## src/rtl/mem_bus_bridge_pkg.sv

```systemverilog
// mem_bus_bridge shared definitions.
// FSM encodings and default parameters.
package mem_bus_bridge_pkg;

  typedef enum logic [1:0] {
    IDLE = 2'b00,
    BUSY = 2'b01,
    DONE = 2'b10
  } state_t;

  localparam logic [31:0] ERR_DATA_DEF = 32'hDEADBEEF;
  localparam int          TIMEOUT_DEF  = 16;

  function automatic int ctr_w(input int t);
    return $clog2(t) + 1;
  endfunction

endpackage

```

## src/rtl/mem_bus_bridge_if.sv

```systemverilog
// External memory bus: req/ack handshake.
// Master issues requests, slave acks them.
interface mem_bus_bridge_if #(
  parameter int AW = 32,
  parameter int DW = 32
);

  logic          bus_req;
  logic          bus_we;
  logic [AW-1:0] bus_addr;
  logic [DW-1:0] bus_wdata;
  logic [DW-1:0] bus_rdata;
  logic          bus_ack;

  modport master (
    output bus_req,
    output bus_we,
    output bus_addr,
    output bus_wdata,
    input  bus_rdata,
    input  bus_ack
  );

  modport slave (
    input  bus_req,
    input  bus_we,
    input  bus_addr,
    input  bus_wdata,
    output bus_rdata,
    output bus_ack
  );

endinterface

```

## src/rtl/mem_bus_bridge_timeout_ctr.sv

```systemverilog
// Clear/increment wait counter with
// terminal-count flag at TIMEOUT-1.
module bus_timeout_ctr
  import mem_bus_bridge_pkg::*;
#(
  parameter int  TIMEOUT = TIMEOUT_DEF,
  localparam int CW      = ctr_w(TIMEOUT)
) (
  input  logic clk,
  input  logic rst_n,
  input  logic clr,
  input  logic inc,
  output logic tc
);

  logic [CW-1:0] cnt;

  assign tc = (cnt == CW'(TIMEOUT - 1));

  // clear wins over increment
  always_ff @(posedge clk or negedge rst_n) begin
    if (!rst_n) begin
      cnt <= '0;
    end else if (clr) begin
      cnt <= '0;
    end else if (inc) begin
      cnt <= cnt + 1'b1;
    end
  end

endmodule

```

## src/rtl/mem_bus_bridge.sv

```systemverilog
// Bridges control-unit memory strobes onto
// a req/ack bus, stalling the FSM meanwhile.
module mem_bus_bridge
  import mem_bus_bridge_pkg::*;
#(
  parameter int          AW       = 32,
  parameter int          DW       = 32,
  parameter int          TIMEOUT  = TIMEOUT_DEF,
  parameter logic [DW-1:0] ERR_DATA = DW'(ERR_DATA_DEF)
) (
  input  logic          clk,
  input  logic          Reset,
  input  logic          MemReq,
  input  logic          MemWrite,
  input  logic          IRWrite,
  input  logic [AW-1:0] Adr,
  input  logic [DW-1:0] WriteData,
  output logic [DW-1:0] ReadData,
  output logic          Stall,
  output logic          AlignErr,
  output logic          BusErr,
  output logic          FetchErr,
  mem_bus_bridge_if.master bus
);

  state_t state;
  logic   tc;
  logic   ctr_clr;
  logic   ctr_inc;

  // hold the FSM until DONE releases it
  assign Stall = MemReq & (state != DONE);

  assign ctr_clr = (state == IDLE);
  assign ctr_inc = (state == BUSY) & ~bus.bus_ack & ~tc;

  bus_timeout_ctr #(
    .TIMEOUT (TIMEOUT)
  ) u_ctr (
    .clk   (clk),
    .rst_n (Reset),
    .clr   (ctr_clr),
    .inc   (ctr_inc),
    .tc    (tc)
  );

  // access FSM with registered bus/status outputs
  always_ff @(posedge clk or negedge Reset) begin
    if (!Reset) begin
      state         <= IDLE;
      bus.bus_req   <= 1'b0;
      bus.bus_we    <= 1'b0;
      bus.bus_addr  <= '0;
      bus.bus_wdata <= '0;
      ReadData      <= '0;
      AlignErr      <= 1'b0;
      BusErr        <= 1'b0;
      FetchErr      <= 1'b0;
    end else begin
      AlignErr <= 1'b0;
      unique case (state)
        IDLE: begin
          if (MemReq) begin
            if (Adr[1:0] == 2'b00) begin
              bus.bus_req   <= 1'b1;
              bus.bus_we    <= MemWrite;
              bus.bus_addr  <= Adr;
              bus.bus_wdata <= WriteData;
              state         <= BUSY;
            end else begin
              AlignErr <= 1'b1;
              state    <= DONE;
            end
          end
        end
        BUSY: begin
          if (bus.bus_ack) begin
            bus.bus_req <= 1'b0;
            if (!bus.bus_we) ReadData <= bus.bus_rdata;
            state <= DONE;
          end else if (tc) begin
            bus.bus_req <= 1'b0;
            BusErr      <= 1'b1;
            FetchErr    <= FetchErr | IRWrite;
            if (!bus.bus_we) ReadData <= ERR_DATA;
            state <= DONE;
          end
        end
        DONE: begin
          state <= IDLE;
        end
        default: begin
          state <= IDLE;
        end
      endcase
    end
  end

endmodule
```

## src/flat_wrapper.sv

```systemverilog
// flat-port wrapper written by rule: the top's interface ports become plain ports
module mem_bus_bridge_flat import mem_bus_bridge_pkg::*;
#(
  parameter int          AW       = 32,
  parameter int          DW       = 32,
  parameter int          TIMEOUT  = TIMEOUT_DEF,
  parameter logic [DW-1:0] ERR_DATA = DW'(ERR_DATA_DEF)
)
  (clk, Reset, MemReq, MemWrite, IRWrite, Adr, WriteData, ReadData, Stall, AlignErr, BusErr, FetchErr, bus_bus_req, bus_bus_we, bus_bus_addr, bus_bus_wdata, bus_bus_rdata, bus_bus_ack);
  mem_bus_bridge_if #(.AW(AW), .DW(DW)) bus_i ();
  input  logic clk;
  input  logic Reset;
  input  logic MemReq;
  input  logic MemWrite;
  input  logic IRWrite;
  input  logic [AW-1:0] Adr;
  input  logic [DW-1:0] WriteData;
  output logic [DW-1:0] ReadData;
  output logic Stall;
  output logic AlignErr;
  output logic BusErr;
  output logic FetchErr;
  output wire logic [$bits(bus_i.bus_req)-1:0] bus_bus_req;
  output wire logic [$bits(bus_i.bus_we)-1:0] bus_bus_we;
  output wire logic [$bits(bus_i.bus_addr)-1:0] bus_bus_addr;
  output wire logic [$bits(bus_i.bus_wdata)-1:0] bus_bus_wdata;
  input wire logic [$bits(bus_i.bus_rdata)-1:0] bus_bus_rdata;
  input wire logic [$bits(bus_i.bus_ack)-1:0] bus_bus_ack;
  assign bus_bus_req = bus_i.bus_req;
  assign bus_bus_we = bus_i.bus_we;
  assign bus_bus_addr = bus_i.bus_addr;
  assign bus_bus_wdata = bus_i.bus_wdata;
  assign bus_i.bus_rdata = bus_bus_rdata;
  assign bus_i.bus_ack = bus_bus_ack;
  mem_bus_bridge #(.AW(AW), .DW(DW), .TIMEOUT(TIMEOUT), .ERR_DATA(ERR_DATA)) u_core (.clk(clk), .Reset(Reset), .MemReq(MemReq), .MemWrite(MemWrite), .IRWrite(IRWrite), .Adr(Adr), .WriteData(WriteData), .ReadData(ReadData), .Stall(Stall), .AlignErr(AlignErr), .BusErr(BusErr), .FetchErr(FetchErr), .bus(bus_i));
endmodule
```

## config.mk

```make
export PLATFORM = sky130hd
export DESIGN_NAME = mem_bus_bridge_flat
export DESIGN_NICKNAME = d
export VERILOG_FILES = /design/src/rtl/mem_bus_bridge_pkg.sv /design/src/rtl/mem_bus_bridge_if.sv /design/src/rtl/mem_bus_bridge_timeout_ctr.sv /design/src/rtl/mem_bus_bridge.sv /design/src/flat_wrapper.sv
export SDC_FILE = /design/constraint.sdc
export NUM_CORES = 1
export LEC_CHECK = 0
export CORE_MARGIN = 2
export CORE_UTILIZATION = 44
export CTS_CLUSTER_DIAMETER = 30
export DETAILED_ROUTE_END_ITERATION = 12
export PLACE_DENSITY_LB_ADDON = 0.2
export SYNTH_ARGS = -nofsm -noshare
export SYNTH_HDL_FRONTEND = slang
export SYNTH_SLANG_ARGS = --single-unit
```

## constraint.sdc

```tcl
create_clock -name clk -period 5.5 [get_ports clk]
set_input_delay 0.825 -clock clk [delete_from_list [all_inputs] [get_ports clk]]
set_output_delay 0.825 -clock clk [all_outputs]
set_load 0.005 [all_outputs]
```

==> results of run 1 <==
## kinds of logic (layout without fill, tap and decap cells)
| kind of cell | count (synthesis) | count (layout) | share of synthesized area |
|---|---|---|---|
| muxes | 97 | 97 | 0.2488 |
| adders and majority gates | 2 | 2 | 0.005766 |
| and+or+nand+nor | 57 | 57 | 0.07411 |
| AOI/OAI and AO/OA | 8 | 8 | 0.01240 |
| buffers and inverters | 27 | 232 | 0.03604 |
| DFF | 108 | 108 | 0.6228 |
## worst max-delay path by stage
stage | to | cells after the start | startpoint | slack [ns]
after global routing | Stall | 3 | MemReq | 2.46
after detailed placement | Stall | 3 | MemReq | 2.48
after global placement | Stall | 3 | MemReq | 2.51
after CTS | Stall | 3 | MemReq | 2.48
final | Stall | 3 | MemReq | 2.50
after floorplan | u_core.ReadData[28]$_DFFE_PN0P_ | 5 | bus_bus_ack | 3.51
## layout make-up
cell class                      count  area [um^2]  area share
Multi-Input combinational cell    164         1493      0.2246
Sequential cell                   108         2703      0.4066
Inverter                           11        41.29    0.006212
Timing Repair Buffer              206         2052      0.3087
Tap cell                          133        166.4     0.02504
Clock inverter                      4        50.05    0.007530
Clock buffer                       11        141.4     0.02127
## cell usage after synthesis
master	number
nor2_1	5
dfrtp_1	108
inv_1	10
nand3_1	4
a41o_1	1
buf_4	1
and2_1	2
o21ai_0	1
nand2_1	15
or2_1	1
a211oi_1	1
buf_6	6
nor4b_1	1
mux2_1	4
buf_2	5
nor4_4	1
clkbuf_1	4
nand2b_1	24
nand4_1	1
a21oi_1	1
nor3_1	1
o21ai_1	2
a21boi_0	1
ha_1	2
a31o_2	1
and3_1	1
mux2i_1	10
or4b_1	1
inv_2	1
mux2_2	83
## power by group through the flow
stage,registers [mW],clock network (mW),logic (mW)
after floorplan,1.23,0,0.269
after global placement,1.20,0,0.965
after detailed placement,1.22,0,0.983
after CTS,1.20,0.491,0.989
after global routing,1.23,0.520,1.05
final,1.20,0.476,0.971
## through the flow
step / utilization / total power [mW] / setup WS [ns]
floorplan: - / 1.499 / 3.508
global placement: 0.6665 / 2.165 / 2.511
detailed placement: 0.6665 / 2.199 / 2.480
CTS: 0.6863 / 2.681 / 2.480
global route: 0.6863 / 2.806 / 2.457
finish: 0.6863 / 2.644 / 2.498
## worst max-delay path, delay by kind of cell
kind                   cells  cell delay, ns
buffers and inverters      2            1.13
AOI/OAI and AO/OA          1            0.23
## state kept, by name, summed over array words and instances (netlist names)
name,count
u_core.u_ctr.cnt,5
u_core.FetchErr,1
u_core.state,2
u_core.AlignErr,1
u_core.bus.bus_wdata,32
u_core.bus.bus_we,1
u_core.BusErr,1
u_core.bus.bus_req,1
u_core.ReadData,32
u_core.bus.bus_addr,32
## per-layer routing
layer,vias up,track usage,share of wire
met3,16,0.06586,0.10
li1,1410,-,-
met5,-,0,0
met4,0,0.08603,0.020
met1,1467,0.2193,0.40
met2,130,0.2877,0.48
==> impl_metrics.env, run 1 <==
export IMPL_status="finished, final reports clean"
export IMPL_r2r_end="u_core.bus.bus_wdata[1]$_DFFE_PN0P_"
export IMPL_cts_hold_buffers=0
export IMPL_r2r_cells=3
export IMPL_cts_buffers=9
export IMPL_fin_crit_ns=3.002
export IMPL_netlist_area_um2=4339
export IMPL_numPortBuffers=203
export IMPL_place_area_um2=6455
export IMPL_irDropWorstVdd_v=0.0001793
export IMPL_drc=0
export IMPL_fin_skew_ns=0.008341
export IMPL_nNetsFinal=604
export IMPL_clk_latency_ns=0.37
export IMPL_finalCritPeriodShare=0.5458
export IMPL_crit_path_start_kind="input pin"
export IMPL_gp_congestion=0.7441
export IMPL_final_common_cell="clkdlybuf4s50_1"
export IMPL_dieArea_um2=10670
export IMPL_p_leak_nw=2.781
export IMPL_max_freq_ghz=0.3331
export IMPL_grt_use_total=0.1806
export IMPL_die_w_um=103.3
export IMPL_worstReg2RegStart="u_core.state[1]$_DFFE_PN0P_"
export IMPL_start_util=0.4481
export IMPL_num_rows=36
export IMPL_worstHoldPathType="in2async"
export IMPL_worstPathMaxFanout=4
export IMPL_worst_slew_pin_slew_ns=0.9171
export IMPL_drt_pass1_iterations=4
export IMPL_critical_path_cell_chain="clkdlybuf4s50_1, a21boi_0, clkdlybuf4s50_1"
export IMPL_timing_worst_setup_path_type="in2out"
export IMPL_seqPwrFrac=0.453
export IMPL_ys_seq_area_frac=0.6228
export IMPL_grt_pass1_vias=3127
export IMPL_p_switching_uw=663.5
export IMPL_cpMostUsedCell="clkdlybuf4s50_1"
export IMPL_finalHoldViolations=0
export IMPL_hold_slack_ns=0.4633
export IMPL_drive_gt1_frac=0.2083
export IMPL_antenna_found_initial=0
export IMPL_routed_wl_mm=9.761
export IMPL_ctsLongestPathBuffers=2
export IMPL_maxSlewViolCount=0
export IMPL_ys_ff_latch=108
export IMPL_yosysWarnings=0
export IMPL_syn_nets=403
export IMPL_fin_cells=637
export IMPL_synth_area_top_cells="dfrtp_1 62%, mux2_2 22%, nand2b_1 3.5%, mux2i_1 2.3%, buf_6 1.6%"
export IMPL_switching_share=0.2509
export IMPL_pin_count=204
export IMPL_max_cap_viol_count=0
export IMPL_setup_violations=0
export IMPL_r2r_slack_ns=3.33
export IMPL_max_stage_delay_ns=0.57
export IMPL_diodes=0
export IMPL_post_route_cell_area_um2=6646
export IMPL_critPathSlowestCell="clkdlybuf4s50_1"
export IMPL_gr_total_overflow=0
export IMPL_htree_levels=3
export IMPL_powerDensity_nw_per_um2=397.8
export IMPL_cts_setup_buffers=0
export IMPL_power_frac_comb=0.367
export IMPL_ant_nets=0
export IMPL_clk_pin_slew_worst_paths_ns=0.10
export IMPL_clkPwrFrac=0.180
export IMPL_area_growth_syn_to_layout_pct=53.17
export IMPL_cts_tree="done"
export IMPL_tns_ns=0
export IMPL_synth_distinct_cells=30
export IMPL_final_cell_mix="202 x clkdlybuf4s50_1, 108 x dfrtp_1, 83 x mux2_2, 24 x nand2b_1, 15 x nand2_1"
export IMPL_dp_cells=622
export IMPL_vias=3023
export IMPL_yosys_area_top_type="dfrtp_1"
export IMPL_relSlewSlack=0.3886
export IMPL_yosysTopAreaCellShare=0.6228
export IMPL_wire_per_inst_um=15.32
export IMPL_cts_sinks=108
export IMPL_fillers=735
export IMPL_die_h_um=103.3
export IMPL_netlist_instances=299
export IMPL_crit_arrival_ns=2.18
export IMPL_cts_root_buffer="clkbuf_8"
export IMPL_grt_start_max_net_pins=68
export IMPL_critPathCaptureType="primary output"
export IMPL_fp_coreArea_um2=9684
export IMPL_first_iter_violations=59
export IMPL_cp_data_required_time_ns=4.68
export IMPL_grt_pass1_wl_mm=14.73
export IMPL_cellInternalPower_mw=1.981
export IMPL_rsz0062_at_grt="false"
export IMPL_vias_per_cell=4.746
export IMPL_syn_area_per_cell_um2=14.51
export IMPL_post_cts_resized=0
export IMPL_dp_hpwl_mm=7.200
(Power assumes the default switching activity.)
==> inputs of run 2 (changes only) <==
Settings changed: CORE_UTILIZATION 44 to 37.
Clock period 5.5 ns to 2.6 ns, I/O delays scaled along.
==> impl_metrics.env, run 2 (synthesized netlist as in run 1, its figures left out) <==
export IMPL_status="complete, but fails checks"
export IMPL_violations="negative hold slack"
export IMPL_r2r_slack_ns=0.51
export IMPL_clk_pin_slew_worst_paths_ns=0.07
export IMPL_cts_setup_buffers=0
export IMPL_diodes=0
export IMPL_max_stage_delay_ns=0.59
export IMPL_post_cts_resized=0
export IMPL_area_growth_syn_to_layout_pct=56.49
export IMPL_hold_slack_ns=-0.01136
export IMPL_cts_buffers=9
export IMPL_setup_violations=0
export IMPL_num_rows=39
export IMPL_numPortBuffers=203
export IMPL_worstHoldPathType="in2async"
export IMPL_grt_start_max_net_pins=61
export IMPL_cts_tree="done"
export IMPL_grt_pass1_vias=3292
export IMPL_maxSlewViolCount=0
export IMPL_p_switching_mw=1.460
export IMPL_cpMostUsedCell="ha_1"
export IMPL_gr_total_overflow=0
export IMPL_pin_count=204
export IMPL_final_common_cell="clkdlybuf4s50_1"
export IMPL_worstPathMaxFanout=5
export IMPL_drive_gt1_frac=0.2095
export IMPL_crit_arrival_ns=2.32
export IMPL_cellInternalPower_mw=4.430
export IMPL_die_h_um=112.3
export IMPL_dieArea_um2=12610
export IMPL_fin_skew_ns=0.006164
export IMPL_fp_coreArea_um2=11420
export IMPL_crit_family="simple AND/OR/NAND/NOR gates"
export IMPL_grt_pass1_wl_mm=16.73
export IMPL_start_util=0.3800
export IMPL_max_freq_ghz=0.4780
export IMPL_vias_per_cell=4.686
export IMPL_drc=0
export IMPL_finalHoldViolations=6
export IMPL_irDropWorstVdd_v=0.0005401
export IMPL_clk_latency_ns=0.34
export IMPL_r2r_cells=6
export IMPL_first_iter_violations=87
export IMPL_cts_root_buffer="clkbuf_16"
export IMPL_worst_slew_pin_slew_ns=0.6773
export IMPL_critPathCaptureType="flop"
export IMPL_antenna_found_initial=0
export IMPL_crit_buf_inv=0
export IMPL_cts_hold_buffers=0
export IMPL_r2r_end="u_core.u_ctr.cnt[3]$_DFFE_PN0P_"
export IMPL_dp_slack_ns=0.3666
export IMPL_vias=3041
export IMPL_top_regs="u_core.ReadData: 32 flops, u_core.bus.bus_addr: 32 flops, u_core.bus.bus_wdata: 32 flops"
export IMPL_setup_ws_ns=0.5080
export IMPL_post_route_cell_area_um2=6790
export IMPL_place_area_um2=6520
export IMPL_die_w_um=112.3
export IMPL_finalCritPeriodShare=0.8046
export IMPL_crit_path_start_kind="flop"
export IMPL_critical_path_cell_chain="ha_1, and3_1, ha_1, nor4b_1, nand4_1, mux2i_1"
export IMPL_critPathSlowestCell="nor4b_1"
export IMPL_max_cap_viol_count=0
export IMPL_wire_per_inst_um=15.86
export IMPL_tns_ns=0
export IMPL_dp_hpwl_mm=7.476
export IMPL_relSlewSlack=0.5421
export IMPL_ctsLongestPathBuffers=2
export IMPL_worstReg2RegStart="u_core.u_ctr.cnt[0]$_DFFE_PN0P_"
export IMPL_cts_sinks=108
export IMPL_gp_congestion=0.7366
export IMPL_nNetsFinal=606
export IMPL_powerDensity_nw_per_um2=867.4
export IMPL_grt_use_total=0.1702
export IMPL_drt_pass1_iterations=4
export IMPL_power_frac_comb=0.351
export IMPL_switching_share=0.2479
export IMPL_p_leak_nw=2.848
export IMPL_final_cell_mix="202 x clkdlybuf4s50_1, 108 x dfrtp_1, 83 x mux2_2, 24 x nand2b_1, 15 x nand2_1"
export IMPL_seqPwrFrac=0.432
export IMPL_cp_data_required_time_ns=2.83
export IMPL_ant_nets=0
export IMPL_fin_crit_ns=2.092
export IMPL_post_route_util=0.5947
export IMPL_rsz0062_at_grt="false"
export IMPL_routed_wl_mm=10.29
export IMPL_clkPwrFrac=0.217
export IMPL_htree_levels=3
export IMPL_timing_worst_setup_path_type="reg2reg"
-- run 2: changes by cell type in the layout (fill, tap and decap cells not counted), sizes merged --
cell	previous run	this run
buf	4	6
clkbuf	11	13
clkinv	1	2
bufinv	1	0
clkinvlp	2	0
-- run 2: metal layers --
layer | part of all wire | up-vias | track usage
met5 | 0 | - | 0
met4 | 0.019 | 0 | 0.06667
met3 | 0.12 | 13 | 0.08747
met2 | 0.44 | 142 | 0.2542
met1 | 0.41 | 1468 | 0.2107
li1 | - | 1418 | -
-- run 2: through the flow --
step	instances	hold slack [ns]	power [mW]
after floorplan	299	0.09441	3.171
after global placement	634	0.3809	4.610
after detailed placement	634	0.3777	4.671
after CTS	649	0.005033	5.979
after global routing	649	0.01483	6.247
final	649	-0.01136	5.890
-- run 2: power groups by stage --
stage	clock, mW	combinational [mW]	sequential, mW
floorplan	0	0.569	2.60
global placement	0	2.05	2.56
detailed placement	0	2.09	2.58
CTS	1.32	2.11	2.55
global route	1.40	2.23	2.62
finish	1.28	2.07	2.54
-- run 2: area by class of cell --
type                    count  area (um^2)
repair buffers            208         2105
inverters                  11        41.29
fillers                   929         4628
flip-flops and latches    108         2703
well taps                 143        178.9
multi-input cells         164         1493
clock buffers              13        260.3
clock inverters             2        10.01
-- run 2: worst max path at each step --
stage | start | end | slack (ns) | cells after the start
floorplan | u_core.u_ctr.cnt[0]$_DFFE_PN0P_ | u_core.ReadData[28]$_DFFE_PN0P_ | 0.72 | 7
global placement | bus_bus_ack | u_core.ReadData[12]$_DFFE_PN0P_ | 0.43 | 5
detailed placement | bus_bus_ack | u_core.ReadData[31]$_DFFE_PN0P_ | 0.37 | 5
CTS | u_core.u_ctr.cnt[0]$_DFFE_PN0P_ | u_core.u_ctr.cnt[3]$_DFFE_PN0P_ | 0.49 | 6
global route | u_core.u_ctr.cnt[0]$_DFFE_PN0P_ | u_core.u_ctr.cnt[3]$_DFFE_PN0P_ | 0.33 | 6
finish | u_core.u_ctr.cnt[0]$_DFFE_PN0P_ | u_core.u_ctr.cnt[3]$_DFFE_PN0P_ | 0.51 | 6
